## config.mk

```make
export PLATFORM = sky130hd
export DESIGN_NAME = counter_sequencer
export DESIGN_NICKNAME = d
export VERILOG_FILES = /design/src/rtl/counter_sequencer.sv
export SDC_FILE = /design/constraint.sdc
export NUM_CORES = 1
export LEC_CHECK = 0
export ABC_AREA = 1
export CAP_MARGIN = 20
export CORE_MARGIN = 8
export CORE_UTILIZATION = 49
export DETAILED_ROUTE_END_ITERATION = 7
export MAX_ROUTING_LAYER = met4
export PLACE_DENSITY = 0.78
export SETUP_SLACK_MARGIN = 0.15
export SLEW_MARGIN = 20
export SYNTH_ARGS = -nofsm -noshare
export SYNTH_HDL_FRONTEND = slang
export SYNTH_SLANG_ARGS = --single-unit
```

## constraint.sdc

```tcl
create_clock -name clk -period 1.7 [get_ports clk]
set_input_delay 0.34 -clock clk [delete_from_list [all_inputs] [get_ports clk]]
set_output_delay 0.34 -clock clk [all_outputs]
set_load 0.03 [all_outputs]
```

## src/rtl/counter_sequencer.sv

```systemverilog
// -----------------------------------------------------------------------------
// counter_sequencer
//
// Ping-pong sweep controller for a WIDTH-bit up/down counter. After an
// accepted START it loads the lower bound into the counter, counts up to the
// upper bound, counts back down to the lower bound, and repeats for CYCLES
// round trips (CYCLES = 0 keeps sweeping until STOP). The counter executes the
// command (en, s, d) on cycles where tick is high; the controller inspects the
// counter value q one cycle later (tick_d), after the counter has updated.
//
// Optional build macro:
//   COUNTER_SEQUENCER_DWELL_EN - hold the counter at each endpoint for DWELL
//                                tick pulses before reversing direction. No
//                                dwell is inserted after the final trip.
//
// Parameters:
//   CYCLES - round trips per run, 0 = continuous until STOP
//   WIDTH  - counter data width
//   DWELL  - tick pulses spent at each endpoint (dwell build only, >= 1)
//
// Ports:
//   clk    in   system clock
//   rst    in   synchronous, active-high reset
//   tick   in   one-cycle pulse from the clock divider
//   start  in   single-cycle pulse, begin a run (ignored while busy)
//   stop   in   single-cycle pulse, abort a run (wins over start)
//   lo     in   lower sweep bound, latched on an accepted start
//   hi     in   upper sweep bound, latched on an accepted start
//   q      in   counter value feedback
//   en     out  counter enable
//   s      out  counter mode: 00 hold, 01 load d, 10 up, 11 down
//   d      out  counter load value
//   busy   out  run in progress
//   done   out  one-cycle pulse on normal completion
//   err    out  sticky, set when a start is rejected because lo >= hi
//
// All outputs are registered.
// -----------------------------------------------------------------------------
module counter_sequencer #(
    parameter int CYCLES = 2,
    parameter int WIDTH  = 4,
    parameter int DWELL  = 3
) (
    input  logic             clk,
    input  logic             rst,
    input  logic             tick,
    input  logic             start,
    input  logic             stop,
    input  logic [WIDTH-1:0] lo,
    input  logic [WIDTH-1:0] hi,
    input  logic [WIDTH-1:0] q,
    output logic             en,
    output logic [1:0]       s,
    output logic [WIDTH-1:0] d,
    output logic             busy,
    output logic             done,
    output logic             err
);

    // Trip counter only needs to reach CYCLES; a continuous run lets a
    // one-bit counter wrap harmlessly because completion is never checked.
    localparam int TRIP_W = (CYCLES < 1) ? 1 : $clog2(CYCLES + 1);
    localparam logic [TRIP_W-1:0] TRIP_LAST = TRIP_W'(CYCLES);

    localparam logic [1:0] MODE_HOLD = 2'b00;
    localparam logic [1:0] MODE_LOAD = 2'b01;
    localparam logic [1:0] MODE_UP   = 2'b10;
    localparam logic [1:0] MODE_DOWN = 2'b11;

    // A dwell of zero ticks would leave the dwell states unreachable-to-exit.
    generate
        if (DWELL < 1) begin : g_bad_dwell
            $error("counter_sequencer: DWELL must be at least 1");
        end
        if (CYCLES < 0) begin : g_bad_cycles
            $error("counter_sequencer: CYCLES must not be negative");
        end
    endgenerate

    typedef enum logic [2:0] {
        ST_IDLE,
        ST_LOAD,
        ST_UP,
        ST_DOWN
`ifdef COUNTER_SEQUENCER_DWELL_EN
        ,
        ST_DWELL_HI,
        ST_DWELL_LO
`endif
    } state_t;

`ifdef COUNTER_SEQUENCER_DWELL_EN
    localparam int DWELL_W = (DWELL < 2) ? 1 : $clog2(DWELL);
    localparam logic [DWELL_W-1:0] DWELL_LAST = DWELL_W'(DWELL - 1);
`endif

    // -------------------------------------------------------------------------
    // State and datapath registers
    // -------------------------------------------------------------------------
    state_t            state;
    state_t            state_nxt;
    logic              tick_d;
    logic [WIDTH-1:0]  lo_r;
    logic [WIDTH-1:0]  hi_r;
    logic [WIDTH-1:0]  lo_nxt;
    logic [WIDTH-1:0]  hi_nxt;
    logic [TRIP_W-1:0] trip_cnt;
    logic [TRIP_W-1:0] trip_nxt;
    logic [TRIP_W-1:0] trip_inc;

    // Next values of the registered outputs
    logic              en_nxt;
    logic [1:0]        s_nxt;
    logic [WIDTH-1:0]  d_nxt;
    logic              busy_nxt;
    logic              done_nxt;
    logic              err_nxt;

    // Endpoint detection, valid only on the cycle after a tick
    logic              hit_lo;
    logic              hit_hi;
    logic              final_trip;

`ifdef COUNTER_SEQUENCER_DWELL_EN
    logic [DWELL_W-1:0] dwell_cnt;
    logic [DWELL_W-1:0] dwell_nxt;
`endif

    // NOTE: sequential state is updated only with non-blocking assignments so
    // every register samples the pre-edge values of the others.
    always_ff @(posedge clk) begin
        if (rst) begin
            state    <= ST_IDLE;
            tick_d   <= 1'b0;
            lo_r     <= '0;
            hi_r     <= '0;
            trip_cnt <= '0;
            en       <= 1'b0;
            s        <= MODE_HOLD;
            d        <= '0;
            busy     <= 1'b0;
            done     <= 1'b0;
            err      <= 1'b0;
`ifdef COUNTER_SEQUENCER_DWELL_EN
            dwell_cnt <= '0;
`endif
        end else begin
            state    <= state_nxt;
            tick_d   <= tick;
            lo_r     <= lo_nxt;
            hi_r     <= hi_nxt;
            trip_cnt <= trip_nxt;
            en       <= en_nxt;
            s        <= s_nxt;
            d        <= d_nxt;
            busy     <= busy_nxt;
            done     <= done_nxt;
            err      <= err_nxt;
`ifdef COUNTER_SEQUENCER_DWELL_EN
            dwell_cnt <= dwell_nxt;
`endif
        end
    end

    assign hit_lo     = tick_d && (q == lo_r);
    assign hit_hi     = tick_d && (q == hi_r);
    assign trip_inc   = trip_cnt + TRIP_W'(1);
    assign final_trip = (CYCLES != 0) && (trip_inc == TRIP_LAST);

    // -------------------------------------------------------------------------
    // Next-state logic
    // -------------------------------------------------------------------------
    // NOTE: every signal written here gets a default first, so no path through
    // the case statement can leave a value unassigned and infer a latch.
    always_comb begin
        state_nxt = state;
        lo_nxt    = lo_r;
        hi_nxt    = hi_r;
        trip_nxt  = trip_cnt;
        done_nxt  = 1'b0;
        err_nxt   = err;
`ifdef COUNTER_SEQUENCER_DWELL_EN
        dwell_nxt = dwell_cnt;
`endif

        case (state)
            ST_IDLE: begin
                // A simultaneous stop cancels the start entirely, including
                // the bounds check, so the pair leaves err untouched.
                if (start && !stop) begin
                    if (lo < hi) begin
                        lo_nxt    = lo;
                        hi_nxt    = hi;
                        trip_nxt  = '0;
                        err_nxt   = 1'b0;
                        state_nxt = ST_LOAD;
                    end else begin
                        err_nxt   = 1'b1;
                    end
                end
            end

            ST_LOAD: begin
                // Keep issuing the load until the counter reports lo_r; a
                // tick that hit while the command was still hold is retried.
                if (hit_lo) begin
                    state_nxt = ST_UP;
                end
            end

            ST_UP: begin
                // Ticks are at least two cycles apart, so hi_r is seen here
                // before the counter is asked to step past it.
                if (hit_hi) begin
`ifdef COUNTER_SEQUENCER_DWELL_EN
                    state_nxt = ST_DWELL_HI;
                    dwell_nxt = '0;
`else
                    state_nxt = ST_DOWN;
`endif
                end
            end

            ST_DOWN: begin
                if (hit_lo) begin
                    trip_nxt = trip_inc;
                    if (final_trip) begin
                        state_nxt = ST_IDLE;
                        done_nxt  = 1'b1;
                    end else begin
`ifdef COUNTER_SEQUENCER_DWELL_EN
                        state_nxt = ST_DWELL_LO;
                        dwell_nxt = '0;
`else
                        state_nxt = ST_UP;
`endif
                    end
                end
            end

`ifdef COUNTER_SEQUENCER_DWELL_EN
            ST_DWELL_HI: begin
                // The counter holds on each of these ticks; the last one
                // hands over to the down sweep.
                if (tick) begin
                    if (dwell_cnt == DWELL_LAST) begin
                        state_nxt = ST_DOWN;
                    end else begin
                        dwell_nxt = dwell_cnt + DWELL_W'(1);
                    end
                end
            end

            ST_DWELL_LO: begin
                if (tick) begin
                    if (dwell_cnt == DWELL_LAST) begin
                        state_nxt = ST_UP;
                    end else begin
                        dwell_nxt = dwell_cnt + DWELL_W'(1);
                    end
                end
            end
`endif

            default: begin
                state_nxt = ST_IDLE;
            end
        endcase

        // Abort from any active state; the counter is simply left where it is.
        if (stop && (state != ST_IDLE)) begin
            state_nxt = ST_IDLE;
            done_nxt  = 1'b0;
        end
    end

    // -------------------------------------------------------------------------
    // Output decode from the next state, so the registered outputs line up
    // with the state they describe.
    // -------------------------------------------------------------------------
    always_comb begin
        en_nxt   = 1'b0;
        s_nxt    = MODE_HOLD;
        busy_nxt = (state_nxt != ST_IDLE);
        d_nxt    = (state_nxt == ST_LOAD) ? lo_nxt : d;

        case (state_nxt)
            ST_LOAD: begin
                en_nxt = 1'b1;
                s_nxt  = MODE_LOAD;
            end
            ST_UP: begin
                en_nxt = 1'b1;
                s_nxt  = MODE_UP;
            end
            ST_DOWN: begin
                en_nxt = 1'b1;
                s_nxt  = MODE_DOWN;
            end
            default: begin
                en_nxt = 1'b0;
                s_nxt  = MODE_HOLD;
            end
        endcase
    end

endmodule

```

==> results of run 1 <==
[final cells by class]
type | instances | area, um^2 | area share, %
Tap cell | 30 | 37.5 | 2.22
Sequential cell | 24 | 482 | 28.4
Inverter | 35 | 131 | 7.75
Multi-Input combinational cell | 107 | 656 | 38.7
Timing Repair Buffer | 38 | 335 | 19.8
Clock buffer | 3 | 22.5 | 1.33
Clock inverter | 1 | 30.0 | 1.77
[per-stage QoR]
| step | std cells | TNS, ns | instance area [um^2] |
|---|---|---|---|
| after floorplan | 168 | 0 | 1210 |
| after global placement | 231 | -5.60 | 1570 |
| after detailed placement | 231 | -6.86 | 1570 |
| after CTS | 238 | 0 | 1660 |
| after global routing | 238 | 0 | 1690 |
| final | 238 | 0 | 1690 |
[cell families (layout without fill, tap and decap cells)]
kind of cell	count (synthesis)	after routing	share of synthesized area (%)
compound gates	23	23	9.70
xor+xnor	1	1	0.723
fa+ha+maj	4	4	4.13
buf+inv	38	77	12.0
flops	24	24	39.6
other cells	1	1	0.309
simple gates	77	78	33.5
[repair_timing]
item / CTS / global route
setup buffers: 2 / 0
cloned: 1 / 0
endpoints found under the setup margin: 29 / 10
pin swaps: 10 / 13
resized for setup: 27 / 15
[critical path, delay by kind of cell (launching register included)]
| kind | cells | cell delay, ns |
|---|---|---|
| and+or+nand+nor | 9 | 0.88 |
| DFF | 1 | 0.35 |
| AOI/OAI and AO/OA | 1 | 0.09 |
| buffers and inverters | 1 | 0.08 |
[worst max path at each step]
stage / start / endpoint / slack [ns] / depth (start not counted)
3_3_place_gp: hi[3] / d[0] / -0.42 / 10
6_report: hi_r[3] / d[1] / 0.22 / 11
3_5_place_dp: hi[3] / d[0] / -0.49 / 10
5_1_grt: hi_r[3] / d[1] / 0.13 / 11
4_1_cts: q[2] / d[3] / 0.15 / 12
2_1_floorplan: hi[3] / d[1] / 0.15 / 9
[power breakdown]
| group | internal (mW) | switching (mW) | total, mW |
|---|---|---|---|
| Combinational | 0.0942 | 0.126 | 0.220 |
| Clock | 0.239 | 0.177 | 0.416 |
| Sequential | 0.582 | 0.00984 | 0.592 |
| Total | 0.915 | 0.313 | 1.23 |
[placed cells by master (no fill, tap or decap), types with 4 or more instances in the layout]
master            n
inv_1            28
nand3_4           4
dlygate4sd2_1    14
o21ai_0          10
dfxtp_1          23
clkdlybuf4s50_1   4
a21oi_1           6
buf_4            12
clkdlybuf4s15_1   4
nand2_2           9
inv_2             7
nand2_1          28
nor2_1           22
[flip-flops by register name (all words and copies together) (netlist names)]
name	count
busy	1
d	4
s	2
err	1
en	1
tick_d	1
hi_r	4
lo_r	4
state	3
done	1
trip_cnt	2
[per-layer routing]
layer | share of wire, % | wire length (um) | global-route usage [%]
met5 | 0 | 0 | -
met4 | 3.3 | 99 | 7.63
met3 | 5.0 | 153 | 2.89
met2 | 49 | 1490 | 23.9
met1 | 43 | 1300 | 15.9
==> summary.txt, run 1 <==
Synthesis
  • Post-synth EDFFs: 0
  • Main synth FF type: dfxtp_1
  • Mean Syn Cell Area: 7.22 um^2
  • Yosys top cell area share: 39.6%
  • Syn Std Cell Area: 1210 um^2
  • Synthesized net count: 189
  • Dominant cells by area after synthesis: dfxtp_1 (40%), inv_1 (9.3%), nand2_1 (9.3%)
  • Sequential area share after synthesis: 39.6%
  • Most common library cells after synthesis: inv_1 (30), nand2_1 (30), dfxtp_1 (24), nor2_1 (23), o21ai_0 (10)
  • Synth Instances: 168
  • Cell taking the most area after synthesis: dfxtp_1
  • Fraction of registers with async set/reset: 0%
  • Post-synthesis cell type count: 25
  • Flops & latches, synth: 24
  • Synth warnings: 0

Critical path
  • CP endpoint kind: register
  • RR Endpoint: d[1]
  • Crit path top cell by count: nand2_1
  • Crit-path cells: inv_1 > nand2_1 > o21ai_0 > nor2_1 > nand3_2 > nand3_4 > nand2_4 > nor2_8 > nand2_1 > nand2_1 > nor2_1
  • Slowest-stage cell, CP: dfxtp_1
  • Crit path max fanout: 8
  • Max incr delay on CP: 0.35 ns
  • Register-to-register setup slack: 0.22 ns
  • Critical Path AT: 1.71 ns
  • R2R cell count: 11
  • Kind of critical path: reg -> reg
  • Worst EP required: 1.93 ns
  • Worst setup SP type: register
  • Reg-to-Reg Start: hi_r[3]

Timing
  • Max Clk Rate: 675 MHz
  • Post-layout min period: 1.48 ns
  • Final Setup Violations: 0
  • Post-route setup slack: 0.219 ns
  • Period utilization: 87.1%
  • Final Max Tran Viols: 0
  • Fin. Hold Viols: 0
  • RSZ-0062 raised after global routing: false
  • Hold Slack: 0.325 ns
  • Final Skew: 0.00704 ns

Route
  • DRT Wirelength: 3.03 mm
  • Post-DRT Antenna Nets: 0
  • Pre-antenna DRT Iters: 4
  • Via-to-Cell Ratio: 4.86
  • Via count: 1156
  • DRC: 0
  • Wire per inst: 12.7 um
  • DRT iter0 DRCs: 33

Clocking
  • TritonCTS buffer count: 3
  • CTS H-tree lvls: 1
  • Worst-skew pair later-pin latency: 0.32 ns
  • Cts hold-fix bufs: 0
  • CTS clk-pin slew, worst paths: 0.13 ns
  • Max clock buf depth: 2
  • Clock tree sinks: 24
  • Clock root buffer: clkbuf_4
  • TritonCTS clock tree: done

Power
  • Max IR drop VDD: 900 uV
  • Leak: 0.914 nW
  • PwrDens: 725 nW/um^2
  • Total power: 1.23 mW

Min path
  • Hold worst-path end: hi_r[1]
  • Hold path depth: 3
  • HP Start: hi[1]
  • Hold crit path type: in -> reg

Floorplanning
  • Die Y: 65.7 um
  • I/O Pins: 27
  • Row count: 18
  • Initial core utilization: 50.3%
  • Die area: 4320 um^2
  • Die Wd: 65.7 um
  • CORE AREA: 2410 um^2

Layout
  • Fillers: 197
  • Post-layout util: 70.3%
  • Nets@finish: 230
  • ANT cells: 0
  • Layout cell share with drive strength beyond 1: 24.5%
  • Syn-to-layout area delta: 39.7%

GRT
  • GR Overflow Total: 0
  • Vias in the first global route: 1088
  • First-pass GRT wire length: 4.73 mm
  • Initial antenna violation count: 0
  • Largest net degree at the start of global routing: 15
  • All-Layer GR Usage: 14.4%

Place
  • I/O Buffers: 26
  • Pre-CTS WS: -0.487 ns
  • DP HPWL: 2.19 mm
  • GP Congestion: 0.886

Outcome
  • Status: finished, final reports clean

Job
  • Max-Cap Viols: 0
(Power assumes the default switching activity.)
==> inputs of run 2 (changes only) <==
--- a/config.mk
+++ b/config.mk
@@ -12,6 +12,7 @@
 export DETAILED_ROUTE_END_ITERATION = 7
 export MAX_ROUTING_LAYER = met4
 export PLACE_DENSITY = 0.78
+export REMOVE_ABC_BUFFERS = 1
 export SETUP_SLACK_MARGIN = 0.15
 export SLEW_MARGIN = 20
 export SYNTH_ARGS = -nofsm -noshare
==> summary.txt, run 2 (synthesized netlist as in run 1, its figures left out) <==
GRT
  • Largest net degree at the start of global routing: 15
  • All-Layer GR Usage: 15.3%
  • Vias in the first global route: 1201
  • GR Overflow Total: 0
  • First-pass GRT wire length: 5.16 mm
  • Initial antenna violation count: 0

Critical path
  • Worst EP required: 1.93 ns
  • Critical Path AT: 1.77 ns
  • Crit path top cell by count: nand2_1
  • Crit path max fanout: 4
  • Max incr delay on CP: 0.28 ns
  • RR Endpoint: d[1]
  • R2R cell count: 9
  • CP endpoint kind: register
  • Worst setup SP type: input port
  • Crit-path cells: dlygate4sd2_1 > inv_2 > ha_4 > nand2_1 > inv_1 > nand2_2 > buf_4 > nand3_2 > inv_2 > o21ai_2 > nand2_1 > nand2_1 > nor2_1
  • Kind of critical path: in -> reg
  • Slowest-stage cell, CP: ha_4
  • Register-to-register setup slack: 0.19 ns
  • Reg-to-Reg Start: state[1]

Layout
  • Reg area: 485 um^2
  • Final Cell Area: 1740 um^2
  • Area of the multi-input gates: 669 um^2
  • Syn-to-layout area delta: 43.7%
  • Layout cell share with drive strength beyond 1: 31.1%
  • Fillers: 176
  • Most frequent cells in the layout: nand2_1 (26), inv_1 (25), nor2_1 (23)
  • Commonest non-fill, non-tap cell in the layout: nand2_1
  • Nets@finish: 234
  • Top flop regs: d (4), hi_r (4), lo_r (4)
  • Final std cells w/o fill: 242
  • ANT cells: 0

Floorplanning
  • Die Wd: 65.7 um
  • CORE AREA: 2410 um^2
  • I/O Pins: 27
  • Row count: 18
  • Initial core utilization: 50.3%
  • Die Y: 65.7 um
  • Die area: 4320 um^2

Timing
  • Post-layout min period: 1.54 ns
  • Final Skew: 0.00344 ns
  • Max Clk Rate: 650 MHz
  • RSZ-0062 raised after global routing: false
  • Post-route setup slack: 0.162 ns
  • Fin. Hold Viols: 0
  • Final Max Tran Viols: 0
  • Period utilization: 90.5%
  • Final Setup Violations: 0

Min path
  • Hold path depth: 3
  • Hold crit path type: in -> reg
  • HP Start: hi[1]
  • Hold worst-path end: hi_r[1]

Power
  • PwrDens: 720 nW/um^2
  • Leak: 0.932 nW
  • Total power: 1.25 mW
  • Max IR drop VDD: 749 uV

Clocking
  • Clock root buffer: clkbuf_4
  • CTS H-tree lvls: 1
  • TritonCTS buffer count: 3
  • Clock tree sinks: 24
  • Worst-skew pair later-pin latency: 0.31 ns
  • Max clock buf depth: 2
  • CTS clk-pin slew, worst paths: 0.14 ns
  • Cts hold-fix bufs: 0
  • TritonCTS clock tree: done

Place
  • I/O Buffers: 26
  • DP HPWL: 2.27 mm
  • Post-DP Area: 1580 um^2
  • GP Congestion: 0.850
  • Inst Count DP: 232
  • Pre-CTS WS: -0.466 ns

Outcome
  • Status: finished, final reports clean

Route
  • DRT Wirelength: 3.46 mm
  • DRC: 0
  • Via count: 1194
  • Pre-antenna DRT Iters: 4
  • Wire per inst: 14.3 um
  • DRT iter0 DRCs: 53
  • Post-DRT Antenna Nets: 0
  • Via-to-Cell Ratio: 4.93

Job
  • Max-Cap Viols: 0
## run 2: final cells by class
cell class / count / share of cell area, %
Clock buffer: 3 / 1.29
Tap cell: 30 / 2.16
Multi-Input combinational cell: 107 / 38.4
Sequential cell: 24 / 27.9
Inverter: 35 / 7.69
Timing Repair Buffer: 42 / 20.8
Clock inverter: 1 / 1.72
## run 2: how the worst max path moves through the flow
| stage | start | to | slack (ns) | depth (start not counted) |
|---|---|---|---|---|
| 2_1_floorplan | hi[3] | d[0] | 0.11 | 9 |
| 3_3_place_gp | hi[3] | d[1] | -0.41 | 11 |
| 3_5_place_dp | hi[3] | d[1] | -0.47 | 11 |
| 4_1_cts | hi[0] | d[0] | 0.16 | 11 |
| 5_1_grt | hi[3] | d[0] | 0.12 | 13 |
| 6_report | hi[3] | d[0] | 0.16 | 13 |
## run 2: per-stage QoR
step	utilization, %	setup TNS, ns	hold slack (ns)
after floorplan	-	0	0.409
after global placement	65.5	-5.46	0.447
after detailed placement	65.5	-6.39	0.461
after CTS	69.9	0	0.474
after global routing	72.3	0	0.361
final	72.3	0	0.343
## run 2: where the power goes
part | leakage, nW | internal (mW) | switching, mW
logic | 0.707 | 0.103 | 0.139
clock network | 0.0279 | 0.238 | 0.181
registers | 0.197 | 0.583 | 0.0111
total | 0.932 | 0.924 | 0.331
## run 2: repair_timing
action                                  4_1_cts  5_1_grt
gates cloned                                  1        0
pin swaps                                    12       16
buffers inserted                              2        3
endpoints found under the setup margin       28       10
gates resized for setup                      32       23
## run 2: worst max-delay path, delay by kind of cell
kind	cells	cell delay (ns)
adders and majority gates	1	0.28
buffers and inverters	5	0.59
AOI/OAI and AO/OA	1	0.15
and+or+nand+nor	6	0.42
## run 2: routing by layer
metal,up-vias,wire length (um),GRT usage (%)
li1,600,-,-
met5,-,0,-
met1,558,1450,17.1
met2,30,1810,26.9
met4,0,59,3.81
met3,6,145,3.23
==> inputs of run 3 (changes only) <==
--- a/config.mk
+++ b/config.mk
@@ -10,6 +10,7 @@
 export CORE_MARGIN = 8
 export CORE_UTILIZATION = 49
 export DETAILED_ROUTE_END_ITERATION = 7
+export GPL_ROUTABILITY_DRIVEN = 1
 export MAX_ROUTING_LAYER = met4
 export PLACE_DENSITY = 0.78
 export REMOVE_ABC_BUFFERS = 1
==> results of run 3 <==
Same layout as run 2: the final DEF is identical, and so are final timing and power.
